### config.mk
export PLATFORM = sky130hd
export DESIGN_NAME = branch_redirect_ctrl_flat
export DESIGN_NICKNAME = d
export VERILOG_FILES = /design/src/rtl/branch_redirect_ctrl_pkg.sv /design/src/rtl/branch_redirect_ctrl_if.sv /design/src/rtl/branch_redirect_ctrl_bht_array.sv /design/src/rtl/branch_redirect_ctrl.sv /design/src/flat_wrapper.sv
export SDC_FILE = /design/constraint.sdc
export NUM_CORES = 1
export LEC_CHECK = 0
export CAP_MARGIN = 10
export CORE_MARGIN = 3
export CORE_UTILIZATION = 45
export CTS_CLUSTER_DIAMETER = 120
export DETAILED_ROUTE_END_ITERATION = 8
export GPL_ROUTABILITY_DRIVEN = 0
export PLACE_DENSITY = 0.63
export SKIP_CTS_REPAIR_TIMING = 1
export SLEW_MARGIN = 10
export SYNTH_ARGS = -nofsm -noshare
export SYNTH_HDL_FRONTEND = slang
export SYNTH_SLANG_ARGS = --single-unit
### constraint.sdc
create_clock -name clk_i -period 10 [get_ports clk_i]
set_clock_uncertainty 0.15 [all_clocks]
set_input_delay 2 -clock clk_i [delete_from_list [all_inputs] [get_ports clk_i]]
set_output_delay 2 -clock clk_i [all_outputs]
set_load 0.02 [all_outputs]
### src/rtl/branch_redirect_ctrl_pkg.sv
// rtl/branch_redirect_ctrl_pkg.sv - table entry layout, redirect states and 2-bit counter helper
package branch_redirect_ctrl_pkg;

  localparam int BRC_PC_W        = 9;
  localparam int BRC_BHT_ENTRIES = 16;
  localparam int BRC_IDX_W       = $clog2(BRC_BHT_ENTRIES);
  localparam int BRC_TAG_W       = BRC_PC_W - BRC_IDX_W - 2;

  localparam logic [1:0] CTR_RESET = 2'b01;
  localparam logic [1:0] CTR_ALLOC = 2'b10;

  typedef struct packed {
    logic                 valid;
    logic [BRC_TAG_W-1:0] tag;
    logic [BRC_PC_W-1:0]  target;
    logic [1:0]           ctr;
  } bht_entry_t;

  typedef enum logic {
    RUN   = 1'b0,
    REDIR = 1'b1
  } redir_state_e;

  function automatic logic [1:0] ctr_next(input logic [1:0] ctr, input logic taken);
    logic [1:0] res;
    res = ctr;
    if (taken && ctr != 2'b11) begin
      res = ctr + 2'd1;
    end else if (!taken && ctr != 2'b00) begin
      res = ctr - 2'd1;
    end
    return res;
  endfunction

endpackage

### src/rtl/branch_redirect_ctrl_if.sv
// rtl/branch_redirect_ctrl_if.sv - fetch/EX/redirect signal bundle between pipeline and redirect controller
interface branch_redirect_ctrl_if #(
  parameter int PC_W  = 9,
  parameter int CNT_W = 16
);

  logic             stall;
  logic [PC_W-1:0]  if_pc;
  logic             pred_taken;
  logic [PC_W-1:0]  pred_target;
  logic             ex_valid;
  logic             ex_branch;
  logic             ex_jump;
  logic [PC_W-1:0]  ex_pc;
  logic             ex_pc_sel;
  logic [31:0]      ex_br_pc;
  logic             ex_pred_taken;
  logic [PC_W-1:0]  ex_pred_target;
  logic             redirect;
  logic [PC_W-1:0]  redirect_pc;
  logic             flush_if_id;
  logic             flush_id_ex;
  logic [CNT_W-1:0] branch_cnt;
  logic [CNT_W-1:0] mispredict_cnt;

  modport slave (
    input  stall, if_pc, ex_valid, ex_branch, ex_jump, ex_pc, ex_pc_sel, ex_br_pc,
           ex_pred_taken, ex_pred_target,
    output pred_taken, pred_target, redirect, redirect_pc, flush_if_id, flush_id_ex,
           branch_cnt, mispredict_cnt
  );

  modport master (
    output stall, if_pc, ex_valid, ex_branch, ex_jump, ex_pc, ex_pc_sel, ex_br_pc,
           ex_pred_taken, ex_pred_target,
    input  pred_taken, pred_target, redirect, redirect_pc, flush_if_id, flush_id_ex,
           branch_cnt, mispredict_cnt
  );

endinterface

### src/rtl/branch_redirect_ctrl_bht_array.sv
// rtl/branch_redirect_ctrl_bht_array.sv - direct-mapped BHT/BTB storage
// Combinational reads see pre-write contents; the single write lands on the clock edge.
module branch_redirect_ctrl_bht_array
  import branch_redirect_ctrl_pkg::*;
#(
  parameter int ENTRIES = BRC_BHT_ENTRIES,
  parameter int IDX_W   = $clog2(ENTRIES)
) (
  input  logic             clk_i,
  input  logic             reset_i,
  input  logic [IDX_W-1:0] if_idx_i,
  output bht_entry_t       if_entry_o,
  input  logic [IDX_W-1:0] ex_idx_i,
  output bht_entry_t       ex_entry_o,
  input  logic             wr_en_i,
  input  logic [IDX_W-1:0] wr_idx_i,
  input  bht_entry_t       wr_entry_i
);

  bht_entry_t tbl_q [ENTRIES];

  always_ff @(posedge clk_i) begin
    if (reset_i) begin
      for (int i = 0; i < ENTRIES; i++) begin
        tbl_q[i] <= '{valid: 1'b0, tag: '0, target: '0, ctr: CTR_RESET};
      end
    end else if (wr_en_i) begin
      tbl_q[wr_idx_i] <= wr_entry_i;
    end
  end

  assign if_entry_o = tbl_q[if_idx_i];
  assign ex_entry_o = tbl_q[ex_idx_i];

endmodule

### src/rtl/branch_redirect_ctrl.sv
// rtl/branch_redirect_ctrl.sv - IF branch prediction, EX resolution check, registered redirect/flush
// and counter training with branch/mispredict statistics.
module branch_redirect_ctrl
  import branch_redirect_ctrl_pkg::*;
#(
  parameter int PC_W        = BRC_PC_W,
  parameter int BHT_ENTRIES = BRC_BHT_ENTRIES,
  parameter int CNT_W       = 16
) (
  input logic                   clk_i,
  input logic                   reset_i,
  branch_redirect_ctrl_if.slave bus
);

  localparam int IDX_W = $clog2(BHT_ENTRIES);
  localparam int TAG_W = PC_W - IDX_W - 2;

  redir_state_e     state_q, state_d;
  logic [PC_W-1:0]  redirect_pc_q, redirect_pc_d;
  logic [CNT_W-1:0] branch_cnt_q, branch_cnt_d;
  logic [CNT_W-1:0] mis_cnt_q, mis_cnt_d;

  logic [IDX_W-1:0] if_idx, ex_idx;
  logic [TAG_W-1:0] if_tag, ex_tag;
  bht_entry_t       if_entry, ex_entry, wr_entry;
  logic             wr_en;
  logic             if_hit, ex_hit;
  logic             resolve, ctl, mis, train_taken;
  logic [PC_W-1:0]  br_tgt, fix_pc;
  logic             unused_bits;

  assign if_idx = bus.if_pc[IDX_W+1:2];
  assign if_tag = bus.if_pc[PC_W-1:IDX_W+2];
  assign ex_idx = bus.ex_pc[IDX_W+1:2];
  assign ex_tag = bus.ex_pc[PC_W-1:IDX_W+2];

  branch_redirect_ctrl_bht_array #(
    .ENTRIES (BHT_ENTRIES),
    .IDX_W   (IDX_W)
  ) u_bht (
    .clk_i      (clk_i),
    .reset_i    (reset_i),
    .if_idx_i   (if_idx),
    .if_entry_o (if_entry),
    .ex_idx_i   (ex_idx),
    .ex_entry_o (ex_entry),
    .wr_en_i    (wr_en),
    .wr_idx_i   (ex_idx),
    .wr_entry_i (wr_entry)
  );

  assign if_hit          = if_entry.valid && (if_entry.tag == if_tag);
  assign ex_hit          = ex_entry.valid && (ex_entry.tag == ex_tag);
  assign bus.pred_taken  = if_hit && if_entry.ctr[1];
  assign bus.pred_target = bus.pred_taken ? if_entry.target : '0;

  assign resolve     = (state_q == RUN) && bus.ex_valid && !bus.stall;
  assign ctl         = bus.ex_branch | bus.ex_jump;
  assign br_tgt      = bus.ex_br_pc[PC_W-1:0];
  assign train_taken = bus.ex_jump | bus.ex_pc_sel;
  // A non-control instruction that was predicted taken is an alias hit on someone else's entry.
  assign mis    = ctl ? ((bus.ex_pc_sel != bus.ex_pred_taken) ||
                         (bus.ex_pc_sel && (br_tgt != bus.ex_pred_target)))
                      : bus.ex_pred_taken;
  assign fix_pc = (ctl && bus.ex_pc_sel) ? br_tgt : bus.ex_pc + PC_W'(4);

  always_comb begin
    wr_en    = 1'b0;
    wr_entry = ex_entry;
    if (resolve) begin
      if (ctl) begin
        if (ex_hit) begin
          wr_en        = 1'b1;
          wr_entry.ctr = ctr_next(ex_entry.ctr, train_taken);
          if (train_taken) begin
            wr_entry.target = br_tgt;
          end
        end else if (train_taken) begin
          wr_en    = 1'b1;
          wr_entry = '{valid: 1'b1, tag: ex_tag, target: br_tgt, ctr: CTR_ALLOC};
        end
      end else if (ex_hit) begin
        wr_en          = 1'b1;
        wr_entry.valid = 1'b0;
      end
    end
  end

  always_ff @(posedge clk_i) begin
    if (reset_i) begin
      state_q       <= RUN;
      redirect_pc_q <= '0;
      branch_cnt_q  <= '0;
      mis_cnt_q     <= '0;
    end else begin
      state_q       <= state_d;
      redirect_pc_q <= redirect_pc_d;
      branch_cnt_q  <= branch_cnt_d;
      mis_cnt_q     <= mis_cnt_d;
    end
  end

  always_comb begin
    state_d       = state_q;
    redirect_pc_d = redirect_pc_q;
    branch_cnt_d  = branch_cnt_q;
    mis_cnt_d     = mis_cnt_q;
    case (state_q)
      RUN: begin
        redirect_pc_d = '0;
        if (resolve) begin
          branch_cnt_d = branch_cnt_q + CNT_W'(ctl);
          mis_cnt_d    = mis_cnt_q + CNT_W'(mis);
          if (mis) begin
            state_d       = REDIR;
            redirect_pc_d = fix_pc;
          end
        end
      end
      REDIR: begin
        // EX holds wrong-path work here; only a stall-free cycle releases the redirect.
        if (!bus.stall) begin
          state_d       = RUN;
          redirect_pc_d = '0;
        end
      end
    endcase
  end

  assign bus.redirect       = (state_q == REDIR);
  assign bus.flush_if_id    = (state_q == REDIR);
  assign bus.flush_id_ex    = (state_q == REDIR);
  assign bus.redirect_pc    = redirect_pc_q;
  assign bus.branch_cnt     = branch_cnt_q;
  assign bus.mispredict_cnt = mis_cnt_q;

  assign unused_bits = ^{bus.if_pc[1:0], bus.ex_br_pc[31:PC_W]};

endmodule

### src/flat_wrapper.sv
// flat-port wrapper written by rule: the top's interface ports become plain ports
module branch_redirect_ctrl_flat import branch_redirect_ctrl_pkg::*;
#(
  parameter int PC_W        = BRC_PC_W,
  parameter int BHT_ENTRIES = BRC_BHT_ENTRIES,
  parameter int CNT_W       = 16
)
  (clk_i, reset_i, bus_stall, bus_if_pc, bus_ex_valid, bus_ex_branch, bus_ex_jump, bus_ex_pc, bus_ex_pc_sel, bus_ex_br_pc, bus_ex_pred_taken, bus_ex_pred_target, bus_pred_taken, bus_pred_target, bus_redirect, bus_redirect_pc, bus_flush_if_id, bus_flush_id_ex, bus_branch_cnt, bus_mispredict_cnt);
  branch_redirect_ctrl_if #(.PC_W(PC_W), .CNT_W(CNT_W)) bus_i ();
  input logic clk_i;
  input logic reset_i;
  input wire logic [$bits(bus_i.stall)-1:0] bus_stall;
  input wire logic [$bits(bus_i.if_pc)-1:0] bus_if_pc;
  input wire logic [$bits(bus_i.ex_valid)-1:0] bus_ex_valid;
  input wire logic [$bits(bus_i.ex_branch)-1:0] bus_ex_branch;
  input wire logic [$bits(bus_i.ex_jump)-1:0] bus_ex_jump;
  input wire logic [$bits(bus_i.ex_pc)-1:0] bus_ex_pc;
  input wire logic [$bits(bus_i.ex_pc_sel)-1:0] bus_ex_pc_sel;
  input wire logic [$bits(bus_i.ex_br_pc)-1:0] bus_ex_br_pc;
  input wire logic [$bits(bus_i.ex_pred_taken)-1:0] bus_ex_pred_taken;
  input wire logic [$bits(bus_i.ex_pred_target)-1:0] bus_ex_pred_target;
  output wire logic [$bits(bus_i.pred_taken)-1:0] bus_pred_taken;
  output wire logic [$bits(bus_i.pred_target)-1:0] bus_pred_target;
  output wire logic [$bits(bus_i.redirect)-1:0] bus_redirect;
  output wire logic [$bits(bus_i.redirect_pc)-1:0] bus_redirect_pc;
  output wire logic [$bits(bus_i.flush_if_id)-1:0] bus_flush_if_id;
  output wire logic [$bits(bus_i.flush_id_ex)-1:0] bus_flush_id_ex;
  output wire logic [$bits(bus_i.branch_cnt)-1:0] bus_branch_cnt;
  output wire logic [$bits(bus_i.mispredict_cnt)-1:0] bus_mispredict_cnt;
  assign bus_i.stall = bus_stall;
  assign bus_i.if_pc = bus_if_pc;
  assign bus_i.ex_valid = bus_ex_valid;
  assign bus_i.ex_branch = bus_ex_branch;
  assign bus_i.ex_jump = bus_ex_jump;
  assign bus_i.ex_pc = bus_ex_pc;
  assign bus_i.ex_pc_sel = bus_ex_pc_sel;
  assign bus_i.ex_br_pc = bus_ex_br_pc;
  assign bus_i.ex_pred_taken = bus_ex_pred_taken;
  assign bus_i.ex_pred_target = bus_ex_pred_target;
  assign bus_pred_taken = bus_i.pred_taken;
  assign bus_pred_target = bus_i.pred_target;
  assign bus_redirect = bus_i.redirect;
  assign bus_redirect_pc = bus_i.redirect_pc;
  assign bus_flush_if_id = bus_i.flush_if_id;
  assign bus_flush_id_ex = bus_i.flush_id_ex;
  assign bus_branch_cnt = bus_i.branch_cnt;
  assign bus_mispredict_cnt = bus_i.mispredict_cnt;
  branch_redirect_ctrl #(.PC_W(PC_W), .BHT_ENTRIES(BHT_ENTRIES), .CNT_W(CNT_W)) u_core (.clk_i(clk_i), .reset_i(reset_i), .bus(bus_i));
endmodule
-- Word-level counts from Yosys, hierarchy flattened
Memories as Yosys holds them, arrays and structs flattened.
Cells that the tools add are included.
- flip-flop bits (word level): 42
- RAM bits: 240
- input port bits: 67
- logic and storage cells: 68
- memories kept: 1
- memories (memory ; depth ; bits a word ; read ports ; clocked after Yosys merged registers in ; write ports ; line ; text):
    u_core.u_bht.tbl_q ; 16 ; 15 ; 2 ; 0 ; 16 ; branch_redirect_ctrl_bht_array.sv:20 ; bht_entry_t tbl_q [ENTRIES];
- add/sub/neg operators: 5
- eq/ne operators: 6
- mux-type cells: 34
- bitwise operators: 3
- reductions and logical operators: 15
- operator list (cell ; count):
    9-bit 2-to-1 mux ; 6
    15-bit 2-to-1 mux ; 3
    16-bit by 1-bit adder with 16-bit output ; 2
    9-bit one-hot mux with 2 select lines ; 1
    1-bit 2-to-1 mux ; 17
    15-bit OR reduction ; 1
    14-bit 2-to-1 mux ; 1
    11-bit 2-to-1 mux ; 1
    9-bit by 3-bit adder with 9-bit output, second input constant ; 1
    1-bit logical AND ; 9
    9-bit inequality test ; 1
    4-bit 2-to-1 mux ; 2
    3-bit equality test ; 2
    2-bit 2-to-1 mux ; 2
    2-bit inequality test, second input constant ; 2
    2-bit by 1-bit adder with 2-bit output, second input constant ; 1
    1-bit zero test ; 2
    1-bit OR ; 2
    1-bit one-hot mux with 2 select lines ; 1
    2-bit AND reduction ; 1
    2-bit nonzero test ; 1
    2-bit by 1-bit subtractor with 2-bit output, second input constant ; 1
    1-bit logical OR ; 1
    1-bit inequality test ; 1
    1-bit NOT ; 1

-- Logic depth before layout (Yosys ltp)
An unclocked memory read counts as a cell.
- depth after elaboration: 11
- mapped depth: 13
- depth with buffers taken out: 11

-- Cells and area by module
From an unflattened synthesis, not the netlist that was laid out.
- cell total of the unflattened synthesis: 1118
- area total of the unflattened synthesis: 15230.9 µm²
- modules (own cells, without submodules) (module ; times used ; cells each ; area each (µm²) ; sequential area each (µm²)):
    branch_redirect_ctrl_bht_array ; 1 ; 809 ; 12590.8 ; 7206.9
    branch_redirect_ctrl ; 1 ; 309 ; 2640.0 ; 840.8

-- Least setup slack after synthesis
No wires, ideal clock.
- path kind: input -> output
- start point: input bus_if_pc[2]
- end point: output bus_pred_target[0]
- arrival time: 4.071 ns
- data required time: 7.850 ns
- path slack: 3.779 ns
- cell stages on the path: 6
- path through: buf_2 -> mux4_2 -> mux4_2 -> xnor2_1 -> nand4_1 -> nor2b_1
- word-level cells in the longest chain between the ends: 5
- ends and longest elaborated chain (item ; line ; text):
    start, declared ; flat_wrapper.sv:13 ; input wire logic [$bits(bus_i.if_pc)-1:0] bus_if_pc;
    memory read 16 x 15 bit (*) ; -- ;
    3-bit equality test ; branch_redirect_ctrl.sv:52 ; assign if_hit = if_entry.valid && (if_entry.tag == if_tag);
    1-bit logical AND ; branch_redirect_ctrl.sv:52 ;
    1-bit logical AND ; branch_redirect_ctrl.sv:54 ; assign bus.pred_taken = if_hit && if_entry.ctr[1];
    9-bit 2-to-1 mux (*) ; branch_redirect_ctrl.sv:55 ; assign bus.pred_target = bus.pred_taken ? if_entry.target : '0;
    end, declared ; flat_wrapper.sv:23 ; output wire logic [$bits(bus_i.pred_target)-1:0] bus_pred_target;
Every way passes the cells marked *; elsewhere a longest branch is shown, timed or not.

-- Worst setup path after layout
- start point: input bus_if_pc[5]
- end point: output bus_pred_target[2]
The elaborated chain is that of the path after synthesis.

==> flow_summary.json <==
{
  "status": "completed",
  "path_clk_slew_ns": 0.06,
  "crit_fanout": 11,
  "syn_nets": 1173,
  "post-route-cell-area_mm2": 0.01707,
  "min_path_cells": 2,
  "vdd_drop_max_v": 0.0001302,
  "maxSlewHeadroom_pct": 19.87,
  "hp-start": "u_core.bus.redirect_pc[4]",
  "whs_endpoint": "u_core.bus.redirect_pc[4]",
  "r2r-start": "u_core.u_bht.tbl_q[11][11]",
  "seq_power_share_pct": 46.9,
  "root_buffer": "clkbuf_16",
  "antenna_found_initial": 0,
  "synth-edff-count": 240,
  "syn-cell-area_mm2": 0.01467,
  "p_leak_nw": 5.803,
  "slew_violations": 0,
  "io_buffer_count": 95,
  "drc": 0,
  "grt_pass1_wl_um": 62410,
  "rsz0062_at_grt": "false",
  "initial_core_util_pct": 46.01,
  "fin_nets": 1265,
  "rows": 65,
  "startpoint_type": "primary input",
  "vias_per_cell": 5.902,
  "h-tree-depth": 1,
  "die_h_um": 186.5,
  "postPlaceCellArea_mm2": 0.01603,
  "cp_cell_sequence": "clkdlybuf4s50_1 > buf_4 > a311oi_1 > a211oi_1 > a211oi_1 > a21oi_1 > nand4_1 > nor2b_1 > clkdlybuf4s50_1",
  "detail_route.wirelength_um": 41530,
  "ant_nets": 0,
  "n_antenna_cell": 0,
  "drt-pass1-iter-count": 5,
  "avgSynthCellArea_um2": 13.38,
  "arrival_ns": 5.73,
  "intPower_mw": 2.142,
  "cap_violations": 0,
  "final_cell_mix": "285 x nor2_1, 240 x edfxtp_1, 119 x mux4_2",
  "dp_hpwl_um": 25870,
  "routedWlPerCell_um": 25.20,
  "clk_path_buf_depth": 3,
  "finalHoldViolCount": 0,
  "yosys_register_bits": 282,
  "min_path_type": "flop to flop",
  "drt-initial-drc-count": 1093,
  "synth_seq_area_share_pct": 54.87,
  "crit_type": "primary input to primary output",
  "whs_ns": 0.3419,
  "synth_top_area_share_pct": 49.13,
  "design.core.area_mm2": 0.03188,
  "cp-startpoint": "bus_if_pc[5]",
  "vias": 9726,
  "syn_to_final_growth_pct": 16.40,
  "cts.sinks": 282,
  "fmax_mhz": 126.9,
  "reg2reg_to": "u_core.u_bht.tbl_q[15][1]",
  "layout_commonest_cell": "nor2_1",
  "grt_start_max_net_pins": 59,
  "overflow": 0,
  "ff2ff_setup_slack_ns": 5.29,
  "yosys_warnings": 0,
  "critPathMaxStageDelay_ns": 0.88,
  "setup_tns_ns": 0,
  "yosys.area.top_type": "edfxtp_1",
  "async_flop_share_pct": 0,
  "swShare_pct": 24.26,
  "cts_tree": "yes",
  "setup_viol": 0,
  "fin_crit_sh_pct": 78.80,
  "nFillCells": 2660,
  "syn-instance-count": 1096,
  "synth_top_flop_cell": "edfxtp_1",
  "fin_crit_ns": 7.880,
  "die_area_mm2": 0.03480,
  "die_width_um": 186.5,
  "cp-end-kind": "primary output",
  "boundaryPins": 121,
  "rr_worst_depth": 8,
  "drive_gt1_share_pct": 19.54,
  "synth_cell_types": 54,
  "pwr-share-clk_pct": 41.5,
  "power_frac_comb_pct": 11.6,
  "cts_buffers": 31,
  "grt_usage_pct": 23.77,
  "final_cells": 1648,
  "grt_pass1_vias": 9702,
  "switchingPower_mw": 0.6860,
  "p_per_area_mw_per_mm2": 165.6,
  "utilization_pct": 53.56,
  "worst_path_max_delay_cell": "clkdlybuf4s50_1",
  "dp.cells": 1590,
  "insertion_delay_ns": 0.58,
  "cp.required_ns": 7.85,
  "synthTopCellsByArea": "edfxtp_1 49%, mux4_2 18%, nor2_1 7.3%, dfxtp_1 5.7%, mux2i_1 2.4%",
  "worst_slew_pin_slew_ns": 1.202
}
[cells in the mapped netlist (all sizes together), types with 7 or more instances]
library cell	n
nand3	23
nand4	14
nor2	285
mux4	119
nand2	43
a21oi	19
edfxtp	240
or3	7
mux2i	38
o21ai	12
nand2b	32
xnor2	17
dfxtp	42
nor2b	15
inv	9
ha	10
buf	56
clkbuf	23
a211oi	13
xor2	22
[how the worst max path moves through the flow]
stage,end,depth (start not counted)
global route,bus_pred_target[2],9
detailed placement,bus_pred_target[2],9
floorplan,bus_pred_target[0],6
finish,bus_pred_target[2],9
global placement,bus_pred_target[3],9
CTS,bus_pred_target[2],9
[power by group through the flow]
stage | logic, mW | registers, mW | clock network (mW)
6_report | 0.329 | 1.33 | 1.17
5_1_grt | 0.351 | 1.33 | 1.24
4_1_cts | 0.329 | 1.33 | 1.19
3_5_place_dp | 0.327 | 1.35 | 0
3_3_place_gp | 0.325 | 1.35 | 0
2_1_floorplan | 0.214 | 1.35 | 0
[logic make-up (layout without fill, tap and decap cells)]
kind of cell               after synthesis  count (layout)  share of synthesized area, %
and+or+nand+nor                        438             438                         13.68
DFF                                    282             282                         54.87
adders and majority gates               10              10                        0.8530
buffers and inverters                   88             205                         3.259
xor gates and xnor gates                39              39                         2.329
AOI/OAI and AO/OA                       76              76                         3.608
muxes                                  163             163                         21.40
[layout make-up]
type	instances	area [um^2]	share of cell area, %
repair buffers	138	1256	7.357
well taps	435	544.3	3.188
clock inverters	22	246.5	1.444
multi-input cells	726	6151	36.03
flip-flops and latches	282	8048	47.13
inverters	9	33.78	0.1979
clock buffers	36	794.5	4.653
[critical path: cells and delay by family]
kind	cells	cell delay, ns
buf+inv	3	1.93
simple gates	2	1.11
compound gates	4	0.67
[per-stage QoR]
step,total power [mW],setup WS [ns]
floorplan,1.561,3.779
global placement,1.673,2.130
detailed placement,1.677,2.128
CTS,2.843,2.067
global route,2.919,1.838
finish,2.828,2.120
[routing by layer]
metal | share of wire [%] | vias up | track usage [%]
li1 | - | 4284 | -
met1 | 41 | 4974 | 33.96
met2 | 48 | 401 | 38.56
met3 | 7.9 | 67 | 3.701
met4 | 2.4 | 0 | 6.194
met5 | 0 | - | 0
[sequential cells by signal, indices dropped and copies added (netlist names)]
signal and flops:
u_core.bus.flush_id_ex 1, u_core.bus.mispredict_cnt 16, u_core.bus.branch_cnt 16, u_core.bus.redirect_pc 9, u_core.u_bht.tbl_q 240
Power figures use the tool's default switching activity.
